==> config.mk <==
export PLATFORM = sky130hd
export DESIGN_NAME = button_arbiter_flat
export DESIGN_NICKNAME = d
export VERILOG_FILES = /design/src/rtl/button_arbiter_if.sv /design/src/rtl/button_arbiter.sv /design/src/flat_wrapper.sv
export SDC_FILE = /design/constraint.sdc
export NUM_CORES = 1
export LEC_CHECK = 0
export BUFFER_PORTS_ARGS = -buffer_cell sky130_fd_sc_hd__buf_2
export CAP_MARGIN = 20
export CORE_MARGIN = 2
export CORE_UTILIZATION = 30
export CTS_CLUSTER_DIAMETER = 80
export DETAILED_ROUTE_END_ITERATION = 7
export PLACE_DENSITY = 0.48
export RECOVER_POWER = 25
export SYNTH_ARGS = -nofsm -noshare
export SYNTH_HDL_FRONTEND = slang
export SYNTH_SLANG_ARGS = --single-unit
==> constraint.sdc <==
create_clock -name clk -period 6.1 [get_ports clk]
set_input_delay 0.305 -clock clk [delete_from_list [all_inputs] [get_ports clk]]
set_output_delay 0.305 -clock clk [all_outputs]
set_load 0.005 [all_outputs]
==> src/rtl/button_arbiter_if.sv <==
// Button/pulse bundle between the raw push buttons and the mode generator.
// master drives the buttons and observes the pulses; slave is the arbiter.
interface button_arbiter_if;
   logic btn_sw1;
   logic btn_sw2;
   logic btn_set;
   logic sw1;
   logic sw2;
   logic set;
   logic repeat_active;

   modport master (
      output btn_sw1, btn_sw2, btn_set,
      input  sw1, sw2, set, repeat_active
   );

   modport slave (
      input  btn_sw1, btn_sw2, btn_set,
      output sw1, sw2, set, repeat_active
   );
endinterface

==> src/rtl/button_arbiter.sv <==
// Synchronise, debounce and edge-detect SW1/SW2/SET, arbitrate them into single-cycle
// mutually exclusive pulses, and auto-repeat SET while it is held.
module button_arbiter #(
   parameter int unsigned DEBOUNCE_CYCLES = 4,
   parameter int unsigned REPEAT_DELAY    = 32,
   parameter int unsigned REPEAT_PERIOD   = 8
) (
   input  logic            clk,
   input  logic            reset_n,
   button_arbiter_if.slave bus
);
   localparam int unsigned NB   = 3;
   localparam int unsigned DCW  = $clog2(DEBOUNCE_CYCLES + 1);
   localparam int unsigned RMAX = (REPEAT_DELAY > REPEAT_PERIOD) ? REPEAT_DELAY : REPEAT_PERIOD;
   localparam int unsigned RCW  = $clog2(RMAX + 1);

   typedef enum logic [1:0] {
      IDLE   = 2'd0,
      DELAY  = 2'd1,
      REPEAT = 2'd2
   } rep_state_e;

   // Bit order of every per-button vector: [0]=SW1, [1]=SW2, [2]=SET.
   logic [NB-1:0]          raw_c;
   logic [NB-1:0]          sync1_q;
   logic [NB-1:0]          sync2_q;
   logic [NB-1:0]          deb_q;
   logic [NB-1:0]          deb_d;
   logic [NB-1:0]          deb_prev_q;
   logic [NB-1:0][DCW-1:0] dcnt_q;
   logic [NB-1:0][DCW-1:0] dcnt_d;
   logic [NB-1:0]          rise_c;
   logic [NB-1:0]          fall_c;
   logic [NB-1:0]          pend_q;
   logic [NB-1:0]          pend_d;
   logic [NB-1:0]          out_q;
   logic [NB-1:0]          out_d;
   rep_state_e             state_q;
   rep_state_e             state_d;
   logic [RCW-1:0]         rcnt_q;
   logic [RCW-1:0]         rcnt_d;
   logic                   armed_q;
   logic                   armed_d;
   logic                   ract_q;
   logic                   ract_d;
   logic                   cancel_c;
   logic                   fire_c;
   logic                   req_set_c;

   assign raw_c = {bus.btn_set, bus.btn_sw2, bus.btn_sw1};

   assign bus.sw1           = out_q[0];
   assign bus.sw2           = out_q[1];
   assign bus.set           = out_q[2];
   assign bus.repeat_active = ract_q;

   // Returns {level, count}: level flips only after DEBOUNCE_CYCLES consecutive disagreeing samples.
   function automatic logic [DCW:0] debounce_step(input logic syn, input logic lvl,
                                                  input logic [DCW-1:0] cnt);
      logic [DCW:0] r;
      r = {lvl, {DCW{1'b0}}};
      if (syn != lvl) begin
         if (cnt == DCW'(DEBOUNCE_CYCLES - 1)) r = {syn, {DCW{1'b0}}};
         else                                  r = {lvl, cnt + DCW'(1)};
      end
      return r;
   endfunction

   always_comb begin
      deb_d  = deb_q;
      dcnt_d = dcnt_q;
      {deb_d[0], dcnt_d[0]} = debounce_step(sync2_q[0], deb_q[0], dcnt_q[0]);
      {deb_d[1], dcnt_d[1]} = debounce_step(sync2_q[1], deb_q[1], dcnt_q[1]);
      {deb_d[2], dcnt_d[2]} = debounce_step(sync2_q[2], deb_q[2], dcnt_q[2]);
   end

   assign rise_c = deb_q & ~deb_prev_q;
   assign fall_c = ~deb_q & deb_prev_q;

   always_ff @(posedge clk or negedge reset_n) begin
      if (!reset_n) begin
         sync1_q    <= '0;
         sync2_q    <= '0;
         deb_q      <= '0;
         deb_prev_q <= '0;
         dcnt_q     <= '0;
         pend_q     <= '0;
         out_q      <= '0;
         state_q    <= IDLE;
         rcnt_q     <= '0;
         armed_q    <= 1'b0;
         ract_q     <= 1'b0;
      end else begin
         sync1_q    <= raw_c;
         sync2_q    <= sync1_q;
         deb_q      <= deb_d;
         deb_prev_q <= deb_q;
         dcnt_q     <= dcnt_d;
         pend_q     <= pend_d;
         out_q      <= out_d;
         state_q    <= state_d;
         rcnt_q     <= rcnt_d;
         armed_q    <= armed_d;
         ract_q     <= ract_d;
      end
   end

   // Arbitration plus auto-repeat next-state; rcnt_q==1 means the counter reaches 0 on this edge.
   always_comb begin
      state_d   = state_q;
      rcnt_d    = rcnt_q;
      armed_d   = armed_q;
      out_d     = '0;
      cancel_c  = fall_c[2] | rise_c[0] | rise_c[1];
      fire_c    = (state_q != IDLE) && !cancel_c && (rcnt_q == RCW'(1));
      req_set_c = pend_q[2] | fire_c;

      if (pend_q[0])                     out_d[0] = 1'b1;
      else if (pend_q[1])                out_d[1] = 1'b1;
      else if (req_set_c && !out_q[2])   out_d[2] = 1'b1;

      pend_d[0] = (pend_q[0] & ~out_d[0]) | rise_c[0];
      pend_d[1] = (pend_q[1] & ~out_d[1]) | rise_c[1];
      pend_d[2] = (req_set_c & ~out_d[2]) | rise_c[2];

      case (state_q)
         IDLE: begin
            if (out_d[2] && armed_q && !deb_q[0] && !deb_q[1]) begin
               state_d = DELAY;
               rcnt_d  = RCW'(REPEAT_DELAY);
            end
         end
         DELAY: begin
            if (fire_c) begin
               state_d = REPEAT;
               rcnt_d  = RCW'(REPEAT_PERIOD);
            end else if (rcnt_q != '0) begin
               rcnt_d = rcnt_q - RCW'(1);
            end
         end
         REPEAT: begin
            if (fire_c)                rcnt_d = RCW'(REPEAT_PERIOD);
            else if (rcnt_q != '0)     rcnt_d = rcnt_q - RCW'(1);
         end
         default: state_d = IDLE;
      endcase

      if (cancel_c) begin
         state_d = IDLE;
         rcnt_d  = '0;
      end

      // A repeat may start only once per SET press, and never after it was cancelled.
      if (cancel_c || (state_q == IDLE && state_d == DELAY)) armed_d = 1'b0;
      else if (rise_c[2])                                   armed_d = 1'b1;

      ract_d = (state_d == REPEAT);
   end
endmodule

==> src/flat_wrapper.sv <==
// flat-port wrapper written by rule: the top's interface ports become plain ports
module button_arbiter_flat 
#(
   parameter int unsigned DEBOUNCE_CYCLES = 4,
   parameter int unsigned REPEAT_DELAY    = 32,
   parameter int unsigned REPEAT_PERIOD   = 8
)
  (clk, reset_n, bus_btn_sw1, bus_btn_sw2, bus_btn_set, bus_sw1, bus_sw2, bus_set, bus_repeat_active);
  button_arbiter_if bus_i ();
  input  logic clk;
  input  logic reset_n;
  input wire logic [$bits(bus_i.btn_sw1)-1:0] bus_btn_sw1;
  input wire logic [$bits(bus_i.btn_sw2)-1:0] bus_btn_sw2;
  input wire logic [$bits(bus_i.btn_set)-1:0] bus_btn_set;
  output wire logic [$bits(bus_i.sw1)-1:0] bus_sw1;
  output wire logic [$bits(bus_i.sw2)-1:0] bus_sw2;
  output wire logic [$bits(bus_i.set)-1:0] bus_set;
  output wire logic [$bits(bus_i.repeat_active)-1:0] bus_repeat_active;
  assign bus_i.btn_sw1 = bus_btn_sw1;
  assign bus_i.btn_sw2 = bus_btn_sw2;
  assign bus_i.btn_set = bus_btn_set;
  assign bus_sw1 = bus_i.sw1;
  assign bus_sw2 = bus_i.sw2;
  assign bus_set = bus_i.set;
  assign bus_repeat_active = bus_i.repeat_active;
  button_arbiter #(.DEBOUNCE_CYCLES(DEBOUNCE_CYCLES), .REPEAT_DELAY(REPEAT_DELAY), .REPEAT_PERIOD(REPEAT_PERIOD)) u_core (.clk(clk), .reset_n(reset_n), .bus(bus_i));
endmodule
# Word-level counts from Yosys, hierarchy flattened
# Cells that the tools add are included.
# word_totals
ff_bits,37
out_inout_bits,4
# classes
n_addsub,4
eq_ne,13
mux,22
bitwise,16
reduce_logical,22
# op_table
operator,count
two-way mux 6 bit,4
two-way mux 3 bit,6
case mux 6 bit (2 select lines),1
adder 3 x 1 -> 3 bit (second input constant),3
== test 3 x 2 -> 1 bit (second input constant),3
two-way mux 2 bit,4
logical AND 1 bit,7
AND 3 bit,2
== test 6 x 1 -> 1 bit (second input constant),1
two-way mux 1 bit,6
NOT 3 bit,2
bitwise OR 1 bit,6
case mux 2 bit (3 select lines),1
AND reduction 2 bit,3
nonzero test 6 bit,1
subtractor 6 x 1 -> 6 bit (second input constant),1
== test 2 x 1 -> 1 bit (second input constant),2
== test 2 bit (second input constant),2
zero test 1 bit,4
!= test 4 x 1 -> 1 bit (second input constant),1
nonzero test 2 bit,2
AND 1 bit,3
!= test 1 bit,3
!= test 3 x 1 -> 1 bit (second input constant),1
6 further kinds,8

# Logic depth before layout (Yosys ltp)
# Gate-level depths: netlist of run 1.
# logic_depth
ltp_word,22
depth_mapped,8
ltp_nobuf,7

# Least setup slack after synthesis of run 1
# Ideal clock, no wire load.
# synth_path
kind,register -> register
startpoint,register u_core.state_q[0]
endpoint,register u_core.rcnt_q[5]
setup_time_ns,0.122
arrival_time_ns,1.942
setup_slack_ns,4.036
path_stages_with_launch,8
path_buffers,0
period_less_slack_ns,2.064
cell_sequence,dfrtp_1 inv_1 ha_1 nor2b_4 or4b_4 a41oi_4 and3_1 o21ai_1
# synth_between
elab_chain_cells,13
word_cells_on_any_way,22
classes_between,eq/ne (4); mux (6); bitwise (1); reduce/logical (11)
# synth_rtl
element,line,source
"start, declared",button_arbiter.sv:38,rep_state_e state_q;
"start signal, assigned",button_arbiter.sv:101,state_q <= state_d;
nonzero test 2 bit,button_arbiter.sv:115,fire_c = (state_q != IDLE) && !cancel_c && (rcnt_q == RCW'(1));
logical AND 1 bit (2 in a row),button_arbiter.sv:115,
bitwise OR 1 bit,button_arbiter.sv:116,req_set_c = pend_q[2] | fire_c;
logical AND 1 bit,button_arbiter.sv:120,else if (req_set_c && !out_q[2]) out_d[2] = 1'b1;
two-way mux 1 bit,button_arbiter.sv:120,
two-way mux 1 bit,button_arbiter.sv:119,else if (pend_q[1]) out_d[1] = 1'b1;
two-way mux 2 bit,button_arbiter.sv:118,if (pend_q[0]) out_d[0] = 1'b1;
logical AND 1 bit (3 in a row),button_arbiter.sv:128,if (out_d[2] && armed_q && !deb_q[0] && !deb_q[1]) begin
!= test 3 x 1 -> 1 bit (no line),--,
AND reduction 3 bit (no line),--,
"end signal, assigned",button_arbiter.sv:102,rcnt_q <= rcnt_d;
"end, declared",button_arbiter.sv:40,logic [RCW-1:0] rcnt_q;
# Several ways; a longest one is shown, not always the timed one.
# A chain may end at the register's enable or synchronous reset.

# Worst setup path in the final report of run 1
# Ends and elaborated chain as after synthesis.

==> results of run 1 <==
==> per-layer routing <==
metal | vias up | global-route usage
li1 | 507 | -
met1 | 507 | 0.120
met2 | 13 | 0.160
met3 | 7 | 0.0356
met4 | 0 | 0.0614
met5 | - | 0
==> area by class of cell <==
class / instances / area share
Sequential cell: 37 / 0.490
Multi-Input combinational cell: 91 / 0.373
Tap cell: 72 / 0.0477
Clock buffer: 6 / 0.0384
Clock inverter: 2 / 0.0205
Timing Repair Buffer: 8 / 0.0205
Inverter: 5 / 0.00993
==> power groups by stage <==
stage / logic (W) / clock network (W) / registers (W)
floorplan: 0.000152 / 0 / 0.000347
global placement: 0.000193 / 0 / 0.000355
detailed placement: 0.000199 / 0 / 0.000358
CTS: 0.000200 / 0.000214 / 0.000353
global route: 0.000221 / 0.000228 / 0.000360
finish: 0.000192 / 0.000209 / 0.000351
==> metrics by stage <==
step | total power, W | instance area, sq um | utilization | setup slack [ps] | hold slack (ps)
2_1_floorplan | 0.000499 | 1670 | - | 4040 | 9.41
3_3_place_gp | 0.000547 | 1790 | 0.329 | 3950 | 335
3_5_place_dp | 0.000557 | 1790 | 0.329 | 3860 | 340
4_1_cts | 0.000767 | 1900 | 0.349 | 3850 | 109
5_1_grt | 0.000808 | 1890 | 0.348 | 3730 | 102
6_report | 0.000752 | 1890 | 0.348 | 3860 | 119
==> final timing paths <==
kind,from,slack (ps),end
hold / removal,bus_btn_sw1,120,u_core.sync1_q[0]
max in group asynchronous,reset_n,4420,u_core.rcnt_q[0]
setup / recovery,u_core.state_q[0],3860,u_core.rcnt_q[5]
hold reg to reg,u_core.sync1_q[1],350,u_core.sync2_q[1]
min in group asynchronous,reset_n,550,u_core.sync1_q[0]
setup reg to reg,u_core.state_q[0],3860,u_core.rcnt_q[5]
==> cell usage in the layout, fill, tap and decap left out, types with 2 or more instances in the layout <==
| cell | synthesis | final |
|---|---|---|
| dfrtp_1 | 37 | 37 |
| nand3_1 | 4 | 4 |
| xnor2_1 | 3 | 3 |
| and3_1 | 2 | 2 |
| inv_1 | 5 | 5 |
| nor2b_1 | 5 | 6 |
| nor3_1 | 8 | 8 |
| a21o_1 | 2 | 2 |
| nand3b_1 | 2 | 2 |
| ha_1 | 10 | 10 |
| mux2_2 | 3 | 3 |
| clkbuf_1 | 2 | 2 |
| o21ai_0 | 2 | 2 |
| nor2b_4 | 3 | 2 |
| a31oi_1 | 3 | 3 |
| buf_2 | 0 | 7 |
| o31ai_1 | 2 | 2 |
| clkbuf_8 | 0 | 5 |
| nand2_1 | 7 | 7 |
| nor3b_1 | 7 | 7 |
| nor2_1 | 6 | 6 |
| a21oi_1 | 2 | 2 |
==> registers in the layout, summed over array words and instances, names as in the netlist <==
signal	flops
u_core.armed_q	1
u_core.bus.repeat_active	1
u_core.dcnt_q	9
u_core.deb_prev_q	3
u_core.deb_q	3
u_core.out_q	3
u_core.pend_q	3
u_core.rcnt_q	6
u_core.state_q	2
u_core.sync1_q	3
u_core.sync2_q	3
==> kinds of logic (layout without fill, tap and decap cells) <==
| logic type | count (synthesis) | in the layout | synth area share |
|---|---|---|---|
| DFF | 37 | 37 | 0.556 |
| AOI/OAI and AO/OA | 20 | 20 | 0.0962 |
| and+or+nand+nor | 55 | 55 | 0.221 |
| muxes | 3 | 3 | 0.0203 |
| buffers and inverters | 7 | 21 | 0.0158 |
| xor gates and xnor gates | 3 | 3 | 0.0158 |
| adders and majority gates | 10 | 10 | 0.0751 |
==> worst max-delay path, cell delays in order (launching register included) <==
cell and delay, ps:
dfrtp_1 410, inv_1 100, ha_1 280, nor2b_4 180, or4b_4 490, a41oi_4 380, and3_1 210, o21ai_1 70
==> out/results.tsv, run 1 <==
metric	value	unit
outcome	finished, violations left	
failing checks	capacitance limit, slew limit	
Setup Buffers After CTS	0	
clock share of power	0.278	
Routability Congestion	0.889	
iteration-0 DRC count of the detailed router	73	
vias in the first global route	1037	
Final nets	163	
post-CTS sizing	0	
CTS tree	built	
RSZ-0062 raised after global routing	no	
Relative slew margins	-0.298	
Reg power frac	0.466	
area delta synth->final	13.5	%
endpoints failing setup	0	
post-synth top area share	0.556	
Hold Crit Class	in2reg	
synthesized flop and latch total	37	
IO buf count	8	
TritonRoute pass-1 iters	4	
DIE HEIGHT	78.5	um
Netlist Area Pre-Place	1670	sq um
reg2reg path depth	7	
Fin Clk Skew	7.72	ps
via count	1034	
WL per Instance	12.5	um
Clk pin slew, worst setup/hold paths	80	ps
Root Buffer	clkbuf_8	
die width	78.5	um
antenna diode count	0	
DRC errors left	0	
Power Dens Cells	398	nW/um^2
CTS sink cnt	37	
core area	5440	sq um
Critical Path AT	2410	ps
final hold vios	0	
pin count of the biggest net entering global routing	38	
Sw Ratio	0.313	
Final Max Slew Viols	38	
VDD IR max	0.000185	V
synth warn	0	
internal power	0.000516	W
worst skew pair latency	280	ps
DR vias/cell	4.68	
Post-synth EDFFs	0	
Filler cells	524	
post-route ant nets	0	
CP Capture Type	flop	
post-route insts no fill	221	
DR WL met3	86	um
io pins	9	
metal2 WL	1280	um
FP Rows	27	
startpoint types	flop	
CP required	6270	ps
gr ovfl total	0	
Post-synth top flop	dfrtp_1	
Net Count, Synth	150	
Synth async-reset ratio	1.00	
Hold-fix buffers, CTS	0	
fin crit share	0.367	
all-layer global routing usage	0.102	
Synth cell types	40	
Net Switching	0.000235	W
first-pass GRT wire length	4840	um
cells after synthesis	135	
Multi-input gate area	706	sq um
H-tree depth	2	
layout cells sized above 1	0.168	
initial core utilization	0.306	
leading area contributor after synthesis	dfrtp_1	
critical path class	reg2reg	
Highest Signal Layer	met4	
setup TNS	0	ps
mean post-synth cell area	12.3	sq um
Tightest Pin Transition	1950	ps
Leak Pwr	0.838	nW
initial antenna violation count	0	
post-route minimum period	2240	ps
Post-synth top cells	dfrtp_1, ha_1, nor3_1, nand2_1, nor3b_1	
share of total power in combinational logic	0.256	
sequential area share after synthesis	0.556	
Sequential Area	926	sq um
Max Cap Viol	1	
placed cell count	213	
Worst Hold Depth	1	
Die Area	6160	sq um
Fmax	446	MHz
Max clock buf depth	2	
met1 wire length	1320	um
TritonCTS Buffers	5	
most common cell in the netlist	dfrtp_1	
dpl hpwl	1980	um
final WL	2760	um
CP max FO	9	
top post-synthesis cells by area	dfrtp_1, ha_1, nor3b_1	
No activity file was read; power rests on OpenSTA's default activity.
==> inputs of run 2 (changes only) <==
--- a/config.mk
+++ b/config.mk
@@ -11,7 +11,7 @@
 export CORE_UTILIZATION = 30
 export CTS_CLUSTER_DIAMETER = 80
 export DETAILED_ROUTE_END_ITERATION = 7
-export PLACE_DENSITY = 0.48
+export PLACE_DENSITY = 0.5
 export RECOVER_POWER = 25
 export SYNTH_ARGS = -nofsm -noshare
 export SYNTH_HDL_FRONTEND = slang
==> constraint.sdc (replaced) <==
create_clock -name clk -period 1.89 [get_ports clk]
set_input_delay 0.0945 -clock clk [delete_from_list [all_inputs] [get_ports clk]]
set_output_delay 0.0945 -clock clk [all_outputs]
set_load 0.005 [all_outputs]
==> run 2 against run 1 <==
  * The run now ends clean
  * Non-clock buffer count rose by 26
  * Routed wire length rose by 15%
  * Highest routed layer unchanged
  * Maximum frequency grew 21%
  * Sequential share of layout area shrank 5.2 points
  * Via count grew 12%
  * Largest cell class unchanged
  * Register-to-register slack got worse by 3800 ps
  * Total power increased to 3.3 times the previous value
  * Critical path depth grew 1
==> out/results.tsv, run 2 (synthesis gave the netlist of run 1 again) <==
metric	value	unit
outcome	finished, final reports clean	
final WL	3180	um
VDD IR max	0.000529	V
startpoint types	flop	
internal power	0.00165	W
IO buf count	8	
commonest non-fill, non-tap cells in the layout	dfrtp_1, buf_4, nor3_1, ha_1	
clock share of power	0.216	
Final nets	189	
met3 Track Usage GR	0.0379	
Clk pin slew, worst setup/hold paths	70	ps
Max clock buf depth	2	
WL per Instance	12.9	um
CP Capture Type	flop	
CP max FO	5	
Fin Clk Skew	4.18	ps
core area	5440	sq um
Leak Pwr	0.944	nW
initial antenna violation count	0	
post-route ant nets	0	
Sw Ratio	0.331	
final hold vios	0	
all-layer global routing usage	0.118	
Final WS setup	35.0	ps
area delta synth->final	26.9	%
Design Power	0.00247	W
endpoints failing setup	0	
register with the most flip-flops	u_core.dcnt_q	
TritonCTS Buffers	5	
worst skew pair latency	290	ps
Most Crowded Layer GR	met2	
RSZ-0062 raised after global routing	yes	
Largest register FFs	9	
Power Dens Cells	1170	nW/um^2
Post-Place Setup Slack	-42.9	ps
FP Rows	27	
Relative slew margins	0.464	
critical path class	reg2reg	
iteration-0 DRC count of the detailed router	77	
CP required	2100	ps
Die Area	6160	sq um
DIE HEIGHT	78.5	um
met2 Track Usage GR	0.197	
reg-to-reg slack, setup	40	ps
Net Switching	0.000817	W
H-tree depth	2	
HP Start	u_core.sync1_q[1]	
vias in the first global route	1242	
Max Cap Viol	0	
commonest non-fill, non-tap cell in the layout	dfrtp_1	
share of total power in combinational logic	0.334	
Fmax	539	MHz
CTS sink cnt	37	
Critical Path AT	2060	ps
reg2reg path depth	8	
gr ovfl total	0	
die width	78.5	um
Root Buffer	clkbuf_8	
met1 Resource Use GR	0.137	
pin count of the biggest net entering global routing	38	
DRC errors left	0	
Final Max Slew Viols	0	
Worst Hold Depth	0	
Reg power frac	0.450	
first-pass GRT wire length	5690	um
io pins	9	
Tightest Pin Transition	804	ps
Largest regs	u_core.dcnt_q x9, u_core.rcnt_q x6	
dpl hpwl	2230	um
antenna diode count	0	
Routability Congestion	0.780	
RR Endpoint	u_core.rcnt_q[2]	
post-route minimum period	1850	ps
TritonRoute pass-1 iters	4	
Hold Crit Class	reg2reg	
hold endpoint	u_core.sync2_q[1]	
layout cells sized above 1	0.309	
via count	1162	
fin crit share	0.981	
CTS tree	built	
R2R Path Start	u_core.state_q[0]	
DR vias/cell	4.70	
initial core utilization	0.306	
==> run 2: cell count changes in the layout (fill, tap and decap cells not counted), sizes merged <==
cell,delta
dlygate4sd3,+4
clkinv,+1
clkbuf,+2
buf,+19
bufinv,-1
clkinvlp,+1
==> run 2: timing repair <==
| item | 4_1_cts | 5_1_grt |
|---|---|---|
| hold buffers | 4 | 0 |
| resized for setup | 6 | 5 |
| setup endpoints to repair | 3 | 7 |
| hold endpoints to repair | 40 | 0 |
| pin swaps | 5 | 3 |
| buffers inserted | 8 | 1 |
==> run 2: worst max-delay path by stage <==
stage	cells past startpoint	from	slack, ps	end
final	8	u_core.state_q[0]	40	u_core.rcnt_q[2]
after global routing	8	u_core.state_q[0]	-70	u_core.rcnt_q[2]
after detailed placement	7	u_core.state_q[1]	-40	u_core.rcnt_q[5]
after global placement	7	u_core.rcnt_q[1]	50	u_core.rcnt_q[5]
after floorplan	7	u_core.state_q[1]	10	u_core.rcnt_q[5]
after CTS	8	u_core.state_q[0]	-20	u_core.rcnt_q[5]
==> run 2: power groups by stage <==
stage	clock network [W]	registers, W	logic (W)
3_3_place_gp	0	0.00112	0.000794
3_5_place_dp	0	0.00114	0.000817
5_1_grt	0.000600	0.00114	0.000925
2_1_floorplan	0	0.00112	0.000495
4_1_cts	0.000553	0.00112	0.000848
6_report	0.000534	0.00111	0.000823
==> run 2: critical path, cell delays in order, from the launching register on <==
cell	delay, ps
dfrtp_1	400
inv_2	70
ha_4	170
nor2b_4	110
or4b_4	470
a41oi_4	160
buf_6	150
nand3b_1	70
a31oi_1	180
==> run 2: layer usage <==
metal / up-vias / share of wire
met1: 571 / 0.45
met4: 0 / 0.021
met5: - / 0
li1: 567 / -
met3: 8 / 0.033
met2: 16 / 0.50
==> run 2: stage by stage <==
stage / util / instance area (sq um) / setup TNS (ps) / hold slack (ps) / cells
final: 0.389 / 2110 / 0 / 355 / 247
after global routing: 0.389 / 2110 / -112 / 368 / 247
after CTS: 0.387 / 2100 / -38.6 / 358 / 246
after detailed placement: 0.349 / 1900 / -81.1 / 206 / 226
after global placement: 0.349 / 1900 / 0 / 205 / 226
after floorplan: - / 1680 / 0 / -201 / 135
==> run 2: cell type report <==
type                       instances  area [sq um]
fill                             535          3330
sequential                        37           926
multi-input combinational         91           753
timing repair buffer              34           239
tap                               72          90.1
clock buffer                       5          68.8
inverter                           5          18.8
clock inverter                     3          17.5
==> inputs of run 3 (changes only) <==
--- a/config.mk
+++ b/config.mk
@@ -13,6 +13,7 @@
 export DETAILED_ROUTE_END_ITERATION = 7
 export PLACE_DENSITY = 0.5
 export RECOVER_POWER = 25
+export REMOVE_ABC_BUFFERS = 1
 export SYNTH_ARGS = -nofsm -noshare
 export SYNTH_HDL_FRONTEND = slang
 export SYNTH_SLANG_ARGS = --single-unit
==> run 3 against run 2 <==
  * The run now ends with setup timing left
  * Clock skew is 6.4 ps higher
  * Worst hold slack worse by 2.5 ps
  * First-iteration DRC count is 17% lower
  * Sequential power hardly changed
  * Final cell count is 1.6% higher
  * Register-to-register slack worse by 50 ps
  * Total power is 2.8% higher
==> out/results.tsv, run 3 (synthesis gave the netlist of run 1 again) <==
metric	value	unit
hold endpoint	u_core.sync2_q[0]	
dpl hpwl	2240	um
CTS sink cnt	37	
RR Endpoint	u_core.rcnt_q[5]	
Highest Signal Layer	met4	
reg2reg path depth	7	
R2R Path Start	u_core.state_q[1]	
CP Capture Type	flop	
setup TNS	-18.3	ps
Max clock buf depth	2	
Root Buffer	clkbuf_8	
failing checks	setup timing	
CP required	2070	ps
RSZ-0062 raised after global routing	yes	
Routability Congestion	0.845	
TritonCTS Buffers	5	
DIE HEIGHT	78.5	um
Sw Ratio	0.337	
fin crit share	1.01	
iteration-0 DRC count of the detailed router	64	
core area	5440	sq um
Die Area	6160	sq um
DRC errors left	0	
Final Max Slew Viols	0	
pin count of the biggest net entering global routing	38	
Relative slew margins	0.452	
all-layer global routing usage	0.117	
DR vias/cell	4.75	
H-tree depth	2	
initial antenna violation count	0	
Fmax	524	MHz
Largest register FFs	9	
final hold vios	0	
Hold Crit Class	reg2reg	
area delta synth->final	28.9	%
metal2 WL	1620	um
commonest non-fill, non-tap cell in the layout	dfrtp_1	
Power Dens Cells	1180	nW/um^2
post-route minimum period	1910	ps
antenna diode count	0	
IO buf count	8	
io pins	9	
Largest regs	u_core.dcnt_q x9, u_core.rcnt_q x6	
endpoints failing setup	1	
commonest non-fill, non-tap cells in the layout	dfrtp_1, buf_4, nor3_1, ha_1	
CP max FO	5	
startpoint types	flop	
HP Start	u_core.sync1_q[0]	
register with the most flip-flops	u_core.dcnt_q	
WL per Instance	12.5	um
gr ovfl total	0	
Worst Hold Depth	0	
internal power	0.00168	W
outcome	finished, violations left	
CTS tree	built	
Tightest Pin Transition	821	ps
post-route ant nets	0	
clock share of power	0.220	
FP Rows	27	
initial core utilization	0.306	
Net Switching	0.000856	W
TritonRoute pass-1 iters	4	
Final WS setup	-18.3	ps
layout cells sized above 1	0.302	
reg-to-reg slack, setup	-20	ps
DR WL met3	120	um
Design Power	0.00254	W
share of total power in combinational logic	0.344	
die width	78.5	um
Fin Clk Skew	10.6	ps
Leak Pwr	0.956	nW
met1 wire length	1350	um
Final nets	193	
Clk pin slew, worst setup/hold paths	80	ps
VDD IR max	0.000441	V
via count	1192	
vias in the first global route	1242	
worst skew pair latency	290	ps
Max Cap Viol	0	
Critical Path AT	2090	ps
final WL	3130	um
critical path class	reg2reg	
Reg power frac	0.435	
first-pass GRT wire length	5640	um
run 3: critical path: stages, from the launching register on:
cell,delay [ps]
dfrtp_1,390
inv_2,70
ha_4,160
nor2b_4,100
or4b_4,500
a41oi_4,320
and3_1,200
o21ai_1,60
run 3: power by group through the flow:
stage	Sequential (W)	Combinational [W]	Clock, W
final	0.00110	0.000874	0.000559
after global routing	0.00113	0.000988	0.000620
after CTS	0.00111	0.000911	0.000580
after detailed placement	0.00113	0.000883	0
after global placement	0.00111	0.000856	0
after floorplan	0.00112	0.000481	0
run 3: what timing repair did:
item | in CTS | in global routing
setup endpoints to repair | 5 | 7
buffers inserted | 0 | 2
hold endpoints to repair | 40 | 0
resized for setup | 2 | 9
pin swaps | 2 | 4
cloned | 1 | 0
hold buffers | 4 | 0
run 3: worst max-delay path by stage:
stage                      startpoint          endpoint  slack [ps]
floorplan           u_core.state_q[0]  u_core.rcnt_q[5]        -170
global placement    u_core.state_q[1]  u_core.rcnt_q[5]         -50
detailed placement  u_core.state_q[1]  u_core.rcnt_q[5]        -130
CTS                  u_core.rcnt_q[1]  u_core.rcnt_q[5]         -40
global route         u_core.rcnt_q[1]  u_core.rcnt_q[5]         -90
finish              u_core.state_q[1]  u_core.rcnt_q[5]         -20
run 3: layout make-up:
class	instances	area, sq um
clock buffers	5	68.8
clock inverters	3	21.3
fillers	529	3290
inverters	5	18.8
multi-input cells	92	772
flip-flops and latches	37	926
well taps	72	90.1
repair buffers	37	250
run 3: per-layer routing:
layer | up-vias | GRT usage
met1 | 586 | 0.133
met3 | 5 | 0.0368
met5 | - | 0
met2 | 21 | 0.201
met4 | 0 | 0.0526
li1 | 580 | -
run 3: through the flow:
stage          hold WS (ps)  setup slack [ps]  std cells  utilization  instance area (sq um)
2_1_floorplan          -201              -174        133            -                   1660
4_1_cts                 354             -35.9        249        0.389                   2120
6_report                353             -18.3        251        0.395                   2150
3_3_place_gp            202             -48.7        236        0.360                   1960
3_5_place_dp            204              -130        236        0.360                   1960
5_1_grt                 364             -90.8        251        0.395                   2150
